[src/rtl/instr_fetch.sv]
// rtl/instr_fetch.sv - instruction fetch stage with PC, credit-limited requests and prefetch FIFO
`timescale 1ns/1ps
module instr_fetch #(
    parameter int                ADDR_W   = 8,
    parameter logic [ADDR_W-1:0] RESET_PC = '0,
    parameter int                DEPTH    = 2
) (
    input  logic                         clk,
    input  logic                         reset_n,
    input  logic                         fetch_en,
    output logic                         imem_req,
    output logic [ADDR_W-1:0]            imem_addr,
    input  logic [31:0]                  imem_rdata,
    output logic [31:0]                  instr,
    output logic [ADDR_W-1:0]            instr_pc,
    output logic                         instr_valid,
    input  logic                         next_op,
    output logic [$clog2(DEPTH+1)-1:0]   fifo_count
);

    localparam int CW  = $clog2(DEPTH + 1);
    localparam int CW1 = CW + 1;
    localparam int PW  = (DEPTH > 1) ? $clog2(DEPTH) : 1;
    localparam logic [PW-1:0] LAST = PW'(DEPTH - 1);

    logic [ADDR_W-1:0] pc;
    logic              rsp_pending;
    logic [ADDR_W-1:0] rsp_addr;
    logic [31:0]       store_instr [DEPTH];
    logic [ADDR_W-1:0] store_pc    [DEPTH];
    logic [PW-1:0]     rd_ptr;
    logic [PW-1:0]     wr_ptr;
    logic [CW-1:0]     count;
    logic              pop;
    logic              push;
    logic [CW1-1:0]    committed;

    // Pointers wrap modulo DEPTH, which need not be a power of two.
    function automatic logic [PW-1:0] ptr_inc(input logic [PW-1:0] p);
        return (p == LAST) ? '0 : p + PW'(1);
    endfunction

    // Credit check: entries held plus the one in flight, less this cycle's pop, must leave room.
    always_comb begin
        pop       = (count != '0) && next_op;
        push      = rsp_pending;
        committed = {1'b0, count} + CW1'(rsp_pending) - CW1'(pop);
        imem_req  = reset_n && fetch_en && (committed < CW1'(DEPTH));
    end

    // Head of the FIFO goes to the decoder; zeros when nothing is buffered.
    always_comb begin
        imem_addr   = pc;
        instr_valid = (count != '0);
        instr       = instr_valid ? store_instr[rd_ptr] : 32'd0;
        instr_pc    = instr_valid ? store_pc[rd_ptr] : '0;
        fifo_count  = count;
    end

    // PC, in-flight tracking, pointers and occupancy; reset drops everything in flight.
    always_ff @(posedge clk or negedge reset_n) begin
        if (!reset_n) begin
            pc          <= RESET_PC;
            rsp_pending <= 1'b0;
            rsp_addr    <= '0;
            rd_ptr      <= '0;
            wr_ptr      <= '0;
            count       <= '0;
        end else begin
            if (imem_req) begin
                pc <= pc + ADDR_W'(1);
            end
            rsp_pending <= imem_req;
            rsp_addr    <= pc;
            if (push) begin
                wr_ptr <= ptr_inc(wr_ptr);
            end
            if (pop) begin
                rd_ptr <= ptr_inc(rd_ptr);
            end
            if (push && !pop) begin
                count <= count + CW'(1);
            end else if (pop && !push) begin
                count <= count - CW'(1);
            end
        end
    end

    // Entry storage needs no reset: it is only visible while count says it holds data.
    always_ff @(posedge clk) begin
        if (push) begin
            store_instr[wr_ptr] <= imem_rdata;
            store_pc[wr_ptr]    <= rsp_addr;
        end
    end

endmodule

[config.mk]
export PLATFORM = sky130hd
export DESIGN_NAME = instr_fetch
export DESIGN_NICKNAME = d
export VERILOG_FILES = /design/src/rtl/instr_fetch.sv
export SDC_FILE = /design/constraint.sdc
export NUM_CORES = 1
export LEC_CHECK = 0
export CORE_MARGIN = 2
export CORE_UTILIZATION = 40
export CTS_CLUSTER_DIAMETER = 80
export DETAILED_ROUTE_END_ITERATION = 6
export PLACE_DENSITY = 0.66
export SLEW_MARGIN = 20
export SYNTH_ARGS = -nofsm -noshare
export SYNTH_HDL_FRONTEND = slang
export SYNTH_SLANG_ARGS = --single-unit
[constraint.sdc]
create_clock -name clk -period 7.31 [get_ports clk]
set_input_delay 1.8275 -clock clk [delete_from_list [all_inputs] [get_ports clk]]
set_output_delay 1.8275 -clock clk [all_outputs]
set_load 0.005 [all_outputs]
==> flow_summary.ini <==
[floorplan]
ios = 88
core_um2 = 9280
die_w_um = 102
chipHeight_um = 102
num_rows = 35
die_area_um2 = 10400
start_util_pct = 41.3

[logic_synthesis]
synth_fa_ha_area_share_pct = 1.50
synth_cell_types = 22
synth_area_um2 = 3840
synthCells = 233
yosys.area_share.simple_pct = 6.91
muxShareOfSynthArea_pct = 10.8
synth_nets = 273
synth_top_family_by_area = multiplexers
synth_seq_cells = 101
synth_xor_area_share_pct = 3.19
postSynthAreaPerCell_um2 = 16.5
synth-compound-area-share_pct = 0
yosys_warnings = 0
synth-seq-area-share_pct = 76.3

[finish]
post-route-cell-area_um2 = 5060
final_cell_mix = 87 x clkdlybuf4s50_1, 80 x edfxtp_1, 41 x nor2_1
final_cells = 459
drive_gt1_share_pct = 6.97
final_nets = 365
final_common_cell = clkdlybuf4s50_1
fillers = 801
num_antenna_cells = 0
syn_to_final_growth_pct = 31.7

[cts]
clk_pin_slew_ns = 0.09
cts_tree = yes
cts_max_path_buffers = 2
cts-resized-gates = 0
clock_latency_ns = 0.35
cts_root_buffer = clkbuf_8
cts_hold_buf = 0
cts_made_buffers = 9
clkSinkCount = 101
cts_setup_buffers = 0
htree_levels = 3

[worst_setup_path]
path_class = in2out
endpoint_kind = primary output
cp-start-kind = primary input
worst_ep_arrival_time_ns = 4.35
r2r_cells = 9
slowest_delay_ns = 0.54
crit_path_cell_trace = clkdlybuf4s50_1, nand2_1, ha_1, nand2b_1, fa_1, nand3_1, nor2_2, clkdlybuf4s50_1
crit_top_cell = clkdlybuf4s50_1
worstPathRequired_ns = 5.48
critPathSlowestCell = clkdlybuf4s50_1
path_max_fanout = 4

[placed_design]
hpwl_um = 4300
dpl_cell_area_um2 = 4870
io_buffer_count = 87
routabilityCongestion = 0.742
dp.cells = 443

[route]
ant_nets = 0
post-route-drc-count = 0
wl_um = 6920
routed_via_density = 4.67
vias = 2143
drt_pre_antenna_iters = 4
drt_iter0_markers = 58
routedWlPerCell_um = 15.1

[sta]
slew_violations = 0
period_share_pct = 84.5
finalHoldViolations = 0
fin_crit_ns = 6.18
fin_setup_tns_ns = 0
skew_ns = 0.00626
fmax_mhz = 162
tightest_slew_ns = 1.05
worst_slew_margin_rel_pct = 30.2
fin_hold_ws_ns = 0.446
rsz0062_at_grt = false
setup_viol = 0

[flow_run]
drv_cap = 0

[grt]
grt_overflow = 0
grt_pass1_wl_um = 10700
grt_max_degree = 42
grtUsageTotal_pct = 13.8
antenna_found_initial = 0
grt_pass1_vias = 2221

[run_status]
outcome = finished clean

[power_and_ir_drop]
powerDensity_nw_per_um2 = 366
power_leakage_nw = 1.90
ir_worst_vdd_mv = 0.238
seqPwrFrac_pct = 44.8
p_int_mw = 1.28
p_clk_share_pct = 17.8
total_power_mw = 1.85
power_switching_share_pct = 30.6
pwr-share-comb_pct = 37.4
switching_power_uw = 567

[min_path]
worstHoldPathType = reg2reg
worstHoldPathCells = 0
state kept, by name, summed over array words and instances (netlist names):
signal       count
fifo_count       2
rsp_addr         8
push             1
wr_ptr           1
imem_addr        8
store_instr     64
store_pc        16
rd_ptr           1
critical path, delay by kind of cell:
family	cells	cell delay (ns)
and+or+nand+nor	4	0.65
buffers and inverters	2	1.00
adders and majority gates	2	0.86
power by group through the flow:
| stage | Clock, mW | Combinational [mW] | Sequential, mW |
|---|---|---|---|
| after floorplan | 0 | 0.357 | 0.800 |
| after detailed placement | 0 | 0.708 | 0.846 |
| after CTS | 0.342 | 0.710 | 0.833 |
| after global routing | 0.367 | 0.756 | 0.847 |
| after global placement | 0 | 0.703 | 0.839 |
| final | 0.330 | 0.692 | 0.830 |
path summary, 6_finish.rpt:
check	start	endpoint	slack (ns)
setup reg to reg	fifo_count[1]	imem_addr[5]	3.87
setup / recovery	next_op	imem_req	1.13
hold reg to reg	rsp_addr[0]	store_pc[0][0]	0.45
hold / removal	rsp_addr[0]	store_pc[0][0]	0.45
max in group asynchronous	reset_n	rd_ptr	5.26
min in group asynchronous	reset_n	rsp_addr[5]	1.81
synthesized netlist by cell type:
master | count | area share (%)
and2_1 | 2 | 0.33
and3_1 | 2 | 0.33
and4_1 | 1 | 0.23
buf_2 | 4 | 0.52
clkbuf_1 | 5 | 0.49
dfrtp_1 | 21 | 14
edfxtp_1 | 80 | 63
fa_1 | 1 | 0.52
ha_1 | 3 | 0.98
inv_1 | 3 | 0.29
mux2_4 | 1 | 0.39
mux2i_1 | 40 | 10
nand2_1 | 2 | 0.20
nand2b_1 | 1 | 0.16
nand3_1 | 4 | 0.52
nand4_1 | 3 | 0.49
nor2_1 | 43 | 4.2
nor2_2 | 1 | 0.16
nor3_1 | 1 | 0.13
nor4_1 | 1 | 0.16
xnor2_1 | 7 | 1.6
xor2_1 | 7 | 1.6
through the flow:
stage | util (%) | setup WS (ns)
2_1_floorplan | - | 2.27
3_3_place_gp | 52.5 | 1.20
3_5_place_dp | 52.5 | 1.13
4_1_cts | 54.5 | 1.12
5_1_grt | 54.5 | 1.01
6_report | 54.5 | 1.13
logic make-up (layout without fill, tap and decap cells):
group                      count (synthesis)  count (layout)
DFF                                      101             101
muxes                                     41              41
xor gates and xnor gates                  14              14
and+or+nand+nor                           61              61
buffers and inverters                     12             109
adders and majority gates                  4               4
final cells by class:
type                            instances  area (µm²)  share of cell area (%)
Sequential cell                       101        2930                    57.9
Timing Repair Buffer                   90         893                    17.7
Multi-Input combinational cell        120         877                    17.3
Tap cell                              129         161                    3.19
Clock buffer                           12         156                    3.09
Clock inverter                          4        28.8                   0.569
Inverter                                3        11.3                   0.223
metal layers:
layer	share of wire [%]	vias to the layer above	track usage [%]
met5	0	-	0
met3	4.5	6	3.83
met1	43	1057	16.7
li1	-	1025	-
met2	51	55	24.2
met4	1.0	0	4.31
Note: power is estimated with default switching activity, not from simulation.
